## src/rtl/mc_controller_pkg.sv

```systemverilog
// Shared definitions for the multicycle controller: state encodings, opcodes,
// ALU/mux select codes and the control-word bundle.
package mc_controller_pkg;

  typedef logic [3:0] state_t;

  localparam state_t ST_FETCH  = 4'd0;
  localparam state_t ST_DECODE = 4'd1;
  localparam state_t ST_MEMADR = 4'd2;
  localparam state_t ST_MEMRD  = 4'd3;
  localparam state_t ST_MEMWB  = 4'd4;
  localparam state_t ST_MEMWR  = 4'd5;
  localparam state_t ST_EXEC   = 4'd6;
  localparam state_t ST_ALUWB  = 4'd7;
  localparam state_t ST_BRANCH = 4'd8;
  localparam state_t ST_IEXEC  = 4'd9;
  localparam state_t ST_IWB    = 4'd10;
  localparam state_t ST_JUMP   = 4'd11;

  localparam logic [5:0] OP_LW    = 6'b100011;
  localparam logic [5:0] OP_SW    = 6'b101011;
  localparam logic [5:0] OP_RTYPE = 6'b000000;
  localparam logic [5:0] OP_BEQ   = 6'b000100;
  localparam logic [5:0] OP_ADDI  = 6'b001000;
  localparam logic [5:0] OP_ANDI  = 6'b001100;
  localparam logic [5:0] OP_ORI   = 6'b001101;
  localparam logic [5:0] OP_SLTI  = 6'b001010;
  localparam logic [5:0] OP_J     = 6'b000010;

  localparam logic [1:0] ALUOP_ADD   = 2'b00;
  localparam logic [1:0] ALUOP_SUB   = 2'b01;
  localparam logic [1:0] ALUOP_ITYPE = 2'b10;
  localparam logic [1:0] ALUOP_RTYPE = 2'b11;

  localparam logic [1:0] SRCB_REG   = 2'b00;
  localparam logic [1:0] SRCB_FOUR  = 2'b01;
  localparam logic [1:0] SRCB_IMM   = 2'b10;
  localparam logic [1:0] SRCB_IMMSH = 2'b11;

  localparam logic [1:0] PCSRC_ALU    = 2'b00;
  localparam logic [1:0] PCSRC_ALUOUT = 2'b01;
  localparam logic [1:0] PCSRC_JUMP   = 2'b10;

  typedef struct packed {
    logic       pcwrite;
    logic       branch;
    logic       irwrite;
    logic       memwrite;
    logic       regwrite;
    logic       iord;
    logic       alusrca;
    logic       regdst;
    logic       memtoreg;
    logic [1:0] alusrcb;
    logic [1:0] pcsrc;
    logic [1:0] aluop;
  } ctrl_t;

  localparam ctrl_t CTRL_IDLE = ctrl_t'(15'd0);

endpackage

```

## src/rtl/mc_output_decode.sv

```systemverilog
// Combinational state -> control-word decode. JUMP decode present only
// when MC_CONTROLLER_JUMP_EN is defined.
module mc_output_decode
  import mc_controller_pkg::*;
(
  input  logic [3:0] state,
  input  logic       mem_ready,
  output ctrl_t      ctrl
);

  // Moore decode; irwrite/pcwrite in FETCH are the only mem_ready-dependent outputs
  always_comb begin
    ctrl = CTRL_IDLE;
    case (state)
      ST_FETCH: begin
        ctrl.alusrcb = SRCB_FOUR;
        ctrl.aluop   = ALUOP_ADD;
        ctrl.pcsrc   = PCSRC_ALU;
        ctrl.irwrite = mem_ready;
        ctrl.pcwrite = mem_ready;
      end
      ST_DECODE: begin
        ctrl.alusrcb = SRCB_IMMSH;
        ctrl.aluop   = ALUOP_ADD;
      end
      ST_MEMADR: begin
        ctrl.alusrca = 1'b1;
        ctrl.alusrcb = SRCB_IMM;
        ctrl.aluop   = ALUOP_ADD;
      end
      ST_MEMRD:  ctrl.iord = 1'b1;
      ST_MEMWB: begin
        ctrl.memtoreg = 1'b1;
        ctrl.regwrite = 1'b1;
      end
      ST_MEMWR: begin
        ctrl.iord     = 1'b1;
        ctrl.memwrite = 1'b1;
      end
      ST_EXEC: begin
        ctrl.alusrca = 1'b1;
        ctrl.alusrcb = SRCB_REG;
        ctrl.aluop   = ALUOP_RTYPE;
      end
      ST_ALUWB: begin
        ctrl.regdst   = 1'b1;
        ctrl.regwrite = 1'b1;
      end
      ST_BRANCH: begin
        ctrl.alusrca = 1'b1;
        ctrl.alusrcb = SRCB_REG;
        ctrl.aluop   = ALUOP_SUB;
        ctrl.pcsrc   = PCSRC_ALUOUT;
        ctrl.branch  = 1'b1;
      end
      ST_IEXEC: begin
        ctrl.alusrca = 1'b1;
        ctrl.alusrcb = SRCB_IMM;
        ctrl.aluop   = ALUOP_ITYPE;
      end
      ST_IWB:    ctrl.regwrite = 1'b1;
`ifdef MC_CONTROLLER_JUMP_EN
      ST_JUMP: begin
        ctrl.pcsrc   = PCSRC_JUMP;
        ctrl.pcwrite = 1'b1;
      end
`endif
      default:   ctrl = CTRL_IDLE;
    endcase
  end

endmodule

```

## src/rtl/mc_controller.sv

```systemverilog
// Multicycle CPU main controller: state register, next-state logic and output
// decode. Define MC_CONTROLLER_JUMP_EN to support the j instruction.
module mc_controller
  import mc_controller_pkg::*;
(
  input  logic       clk,
  input  logic       reset,
  input  logic [5:0] opcode,
  input  logic       mem_ready,
  output logic       pcwrite,
  output logic       branch,
  output logic       irwrite,
  output logic       memwrite,
  output logic       regwrite,
  output logic       iord,
  output logic       alusrca,
  output logic       regdst,
  output logic       memtoreg,
  output logic       illegal_op,
  output logic [1:0] alusrcb,
  output logic [1:0] pcsrc,
  output logic [1:0] aluop,
  output logic [3:0] state
);

  state_t state_r;
  state_t next_state_s;
  state_t dec_state_s;
  logic   known_op_s;
  logic   dec_ready_s;
  ctrl_t  ctrl_s;

  // Next-state selection; known_op_s drops only for an unrecognised opcode in DECODE
  always_comb begin
    next_state_s = ST_FETCH;
    known_op_s   = 1'b1;
    case (state_r)
      ST_FETCH:  next_state_s = mem_ready ? ST_DECODE : ST_FETCH;
      ST_DECODE: begin
        case (opcode)
          OP_LW, OP_SW:                     next_state_s = ST_MEMADR;
          OP_RTYPE:                         next_state_s = ST_EXEC;
          OP_BEQ:                           next_state_s = ST_BRANCH;
          OP_ADDI, OP_ANDI, OP_ORI, OP_SLTI: next_state_s = ST_IEXEC;
`ifdef MC_CONTROLLER_JUMP_EN
          OP_J:                             next_state_s = ST_JUMP;
`endif
          default: begin
            next_state_s = ST_FETCH;
            known_op_s   = 1'b0;
          end
        endcase
      end
      ST_MEMADR: next_state_s = (opcode == OP_LW) ? ST_MEMRD : ST_MEMWR;
      ST_MEMRD:  next_state_s = mem_ready ? ST_MEMWB : ST_MEMRD;
      ST_MEMWB:  next_state_s = ST_FETCH;
      ST_MEMWR:  next_state_s = mem_ready ? ST_FETCH : ST_MEMWR;
      ST_EXEC:   next_state_s = ST_ALUWB;
      ST_ALUWB:  next_state_s = ST_FETCH;
      ST_BRANCH: next_state_s = ST_FETCH;
      ST_IEXEC:  next_state_s = ST_IWB;
      ST_IWB:    next_state_s = ST_FETCH;
      default:   next_state_s = ST_FETCH;
    endcase
  end

  // State register with dominant synchronous reset
  always_ff @(posedge clk) begin
    if (reset) begin
      state_r <= ST_FETCH;
    end else begin
      state_r <= next_state_s;
    end
  end

  // Reset presents FETCH Moore values with the write strobes held low
  assign dec_state_s = reset ? ST_FETCH : state_r;
  assign dec_ready_s = mem_ready & ~reset;

  mc_output_decode u_decode (
    .state     (dec_state_s),
    .mem_ready (dec_ready_s),
    .ctrl      (ctrl_s)
  );

  assign pcwrite    = ctrl_s.pcwrite;
  assign branch     = ctrl_s.branch;
  assign irwrite    = ctrl_s.irwrite;
  assign memwrite   = ctrl_s.memwrite;
  assign regwrite   = ctrl_s.regwrite;
  assign iord       = ctrl_s.iord;
  assign alusrca    = ctrl_s.alusrca;
  assign regdst     = ctrl_s.regdst;
  assign memtoreg   = ctrl_s.memtoreg;
  assign alusrcb    = ctrl_s.alusrcb;
  assign pcsrc      = ctrl_s.pcsrc;
  assign aluop      = ctrl_s.aluop;
  assign illegal_op = ~reset & ~known_op_s;
  assign state      = dec_state_s;

endmodule

```

## config.mk

```make
export PLATFORM = sky130hd
export DESIGN_NAME = mc_controller
export DESIGN_NICKNAME = d
export VERILOG_FILES = /design/src/rtl/mc_controller_pkg.sv /design/src/rtl/mc_output_decode.sv /design/src/rtl/mc_controller.sv
export SDC_FILE = /design/constraint.sdc
export NUM_CORES = 1
export LEC_CHECK = 0
export ABC_AREA = 1
export BUFFER_PORTS_ARGS = -buffer_cell sky130_fd_sc_hd__buf_2
export CORE_MARGIN = 4
export CORE_UTILIZATION = 40
export CTS_BUF_LIST = sky130_fd_sc_hd__clkbuf_2
export DETAILED_ROUTE_END_ITERATION = 8
export MAX_ROUTING_LAYER = met4
export PLACE_DENSITY = 0.67
export SLEW_MARGIN = 20
export SYNTH_ARGS = -nofsm -noshare
export SYNTH_HDL_FRONTEND = slang
export SYNTH_HIERARCHICAL = 1
export SYNTH_SLANG_ARGS = --single-unit
```

## constraint.sdc

```tcl
create_clock -name clk -period 2.4 [get_ports clk]
set_input_delay 0.48 -clock clk [delete_from_list [all_inputs] [get_ports clk]]
set_output_delay 0.48 -clock clk [all_outputs]
set_load 0.02 [all_outputs]
```

* After elaboration in Yosys (flattened, before gate mapping)
Cells that the tools add are included.
Storage, ports and cells: bits in registers 4, bits of input ports 9, output and inout port bits 20, word-level logic and storage cells 58
Cells by class: equal/unequal tests 23, multiplexer cells 20, bitwise operators 4, reduce and logical (&&, ||, !) cells 10
Operator list (number):
- $pmux W4 S7 | 1
- $eq A4 B3 Y1 const B | 6
- $eq A6 B4 Y1 const B | 4
- $eq A4 B2 Y1 const B | 4
- $eq A4 B4 Y1 const B | 4
- $pmux W4 S4 | 1
- $eq A6 B6 Y1 const B | 2
- $mux W1 | 12
- $pmux W2 S3 | 2
- $mux W3 | 3
- $eq A4 B1 Y1 const B | 2
- $logic_not A4 Y1 | 2
- $reduce_or A4 Y1 | 2
- $reduce_or A8 Y1 | 1
- $eq A6 B3 Y1 const B | 1
- $logic_not A6 Y1 | 1
- $reduce_or A2 Y1 | 3
- $mux W4 | 1
- $reduce_or A3 Y1 | 1
- $and A1 B1 Y1 | 2
- $not A1 Y1 | 2

* Longest topological paths before layout
depth after elaboration 6, depth in mapped cells 8, depth with buffers taken out 8

* By module
Netlist, hierarchy kept.
Modules (own cells, without submodules):
- mc_controller | times used 1, cells an instance 78, area each 404.1 um2, sequential area each 80.1 um2
- mc_output_decode | times used 1, cells an instance 40, area each 191.4 um2, sequential area each 0.0 um2

* Worst setup path after synthesis
Ideal clock, no wire load.
path type input to output, start point input port reset, end point output port branch, arrival 1.847 ns, required time 1.920 ns, slack 0.073 ns, cell stages on the path 7, path buffers 2, path through clkbuf_1 > nor2_1 > inv_2 > nor2_2 > nand2_1 > inv_1 > buf_4
On the way: cells in the longest elaborated chain, start to end 3
RTL lines:
- start, declared | line mc_controller.sv:7 | input logic reset,
- $mux W4 | line mc_controller.sv:77 | assign dec_state_s = reset ? ST_FETCH : state_r;
- net state[3] | line mc_controller.sv:23 | output logic [3:0] state
- $eq A4 B4 Y1 | line mc_output_decode.sv:14 | case (state)
- $mux W1 | line mc_output_decode.sv:14
- end, declared | line mc_controller.sv:11 | output logic branch,
The timed path passes the listed nets, and every way through them passes these cells.

* Worst setup path in the final report
start point input port reset, end point output port aluop[0]
On the way: cells in the longest elaborated chain, start to end 3, elaborated cells on any way between the ends 5, those cells by class eq/ne (3); mux (2)
RTL lines:
- $mux W4 (*) | line mc_controller.sv:77
- $eq A4 B4 Y1 or $eq A4 B3 Y1 (tied branches) | line mc_output_decode.sv:14
- $pmux W2 S3 (*) | line mc_output_decode.sv:14
- end, declared | line mc_controller.sv:22 | output logic [1:0] aluop,
Every way passes the cells marked *; elsewhere a longest branch is shown, timed or not.

==> flow_summary_export.csv <==
group,metric,value,unit
die,core-area,1350,um2
place,io_buffers,27,
worst_hold_path,min_path_type,"primary input to flip-flop",
clock_tree,clockBufferDepth,2,
timing,holdWs,0.569,ns
clock_tree,cts_root_buffer,"clkbuf_2",
clock_tree,path_clk_slew,0.04,ns
setup_path,end_kind,"output port",
timing,finalSetupViolCount,0,
timing,hold_violations,0,
detailed_routing,wire_per_inst,9.07,um
detailed_routing,drtPass1Iterations,4,
die,die_width,46.6,um
pwr,peakVddDrop,0.179,mV
synthesis,synthCells,118,
pwr,leakagePower,0.480,nW
synthesis,syn_area,596,um2
cells_and_area,layout-drive-gt1-share,35.4,%
clock_tree,clk_latency,0.20,ns
timing,setup_slack,0.343,ns
clock_tree,cts_setup_buffers,0,
synthesis,synth_cell_types,17,
timing,finalSetupTns,0,ns
die,start_util,44.1,%
global_route,grt_pass1_vias,600,
detailed_routing,drtIter0Drc,9,
cells_and_area,largest_register_ffs,4,
place,dpl_cell_area,723,um2
detailed_routing,finalWirelength,1440,um
global_route,grt_overflow,0,
die,die_height,46.6,um
setup_path,cp_slowest_cell,"nor2_1",
clock_tree,cts_tree,"yes",
detailed_routing,ant_nets,0,
setup_path,cp.required,1.92,ns
place,place_congestion,0.839,
setup_path,crit_path_cell_trace,"buf_2 > nor2_1 > inv_2 > nor2_2 > nand2_1 > nand2_1 > buf_2",
clock_tree,cts_max_level,1,
place,dp_hpwl,1280,um
timing,fin_crit_sh,85.7,%
timing,fmax,486,MHz
global_route,grt_max_degree,11,
synthesis,yosys_warnings,6,
synthesis,synth_area_leaders,"nand2_1 (20%), nor2_1 (15%), dfxtp_1 (13%)",
cells_and_area,final_nets,155,
cells_and_area,finalCoreUtilization,54.7,%
global_route,grt_pass1_wl,2370,um
cells_and_area,largestRegisters,"state_r (4)",
clock_tree,holdBufCountCts,0,
run_status,status,"finished clean",
synthesis,yosysSeqAreaShare,13.4,%
timing,fin_crit,2.06,ns
synthesis,async_flop_share,0,%
die,fp-row-count,13,
timing,finalMaxSlewViolations,0,
synthesis,synth_edf_count,0,
synthesis,synth_top_area_cell,"nand2_1",
die,dieArea,2170,um2
clock_tree,cts_buffers,3,
setup_path,cp-start-kind,"primary input",
detailed_routing,viasPerCell,4.64,
timing,skew,0.000857,ns
global_route,antenna_found_initial,0,
pwr,p_per_area,249,nW/um2
cells_and_area,antenna_cells,0,
synthesis,synthTopCellsByCount,"nand2_1 (32), nor2_1 (24), inv_1 (14)",
place,post-place-ws,0.338,ns
setup_path,path_delay_family,"simple AND/OR/NAND/NOR gates",
setup_path,path_buf_inv,3,
die,io_pins,29,
clock_tree,cts_resized,0,
setup_path,max_stage_delay,0.36,ns
detailed_routing,vias,737,
clock_tree,cts_num_sinks,4,
detailed_routing,drc,0,
cells_and_area,stdcell_area,738,um2
global_route,grtUsageTotal,15.3,%
synthesis,synth_top_area_share,20.2,%
synthesis,avgSynthCellArea,5.05,um2
synthesis,ys_ff_latch,4,
run,maxCapViolCount,0,
setup_path,crit_fanout,10,
synthesis,ys.flop_type,"dfxtp_1",
cells_and_area,syn_to_final_growth,23.9,%
synthesis,synthesis.nets,127,
setup_path,crit_type,"primary input to output port",
timing,grt_setup_unrepaired,"false",
cells_and_area,largest-register,"state_r",
setup_path,cp.arrival,1.58,ns
synthesis,yosysMostFrequentCell,"nand2_1",
report_power, final:
part / internal [W] / switching (W)
clock network: 0.0000336 / 0.0000248
logic: 0.0000182 / 0.0000370
registers: 0.0000684 / 0.00000182
per-stage QoR:
stage               instances  total power, W
floorplan                 118        0.000111
global placement          156        0.000126
detailed placement        156        0.000127
CTS                       159        0.000186
global route              159        0.000199
finish                    159        0.000184
layout make-up:
type                    instances  area, um2
fillers                       148        612
inverters                      21       78.8
well taps                      15       18.8
multi-input cells              89        410
clock buffers                   3       15.0
flip-flops and latches          4       80.1
repair buffers                 27        135
cell families after synthesis:
group	Yosys count	share of synthesized area (%)
simple gates	80	61.3
other cells	1	0.630
flops	4	13.4
buf+inv	25	17.6
compound gates	8	6.93
cells in the final DEF, fill, tap and decap left out, drive strengths merged:
cell type  count
nand3         11
buf           27
nor3           1
nor2          33
o22ai          1
o21ai          5
clkbuf         3
inv           21
a21oi          2
dfxtp          4
conb           1
nand2         35
worst register-to-register path, stage by stage (launching register included):
cell and delay (ns):
dfxtp_1 0.39, inv_2 0.06, nor2_2 0.12, nand2_1 0.08
inv_1 0.06, nand2_1 0.04, o21ai_1 0.08, nor2_1 0.05
nor2_1 0.09
metal layers:
metal | global-route usage (%) | wire, um
met1 | 18.1 | 620
met2 | 26.1 | 691
met3 | 1.17 | 130
met4 | 6.25 | 0
met5 | - | 0
path summary, 6_finish.rpt:
path / depth (start not counted) / slack (ns) / startpoint / endpoint
setup / recovery: 7 / 0.34 / reset / aluop[0]
hold / removal: 2 / 0.57 / reset / state_r[1]
setup reg to reg: 8 / 1.35 / state_r[1] / state_r[2]
hold reg to reg: 5 / 0.71 / state_r[2] / state_r[3]
Power figures use the tool's default switching activity.
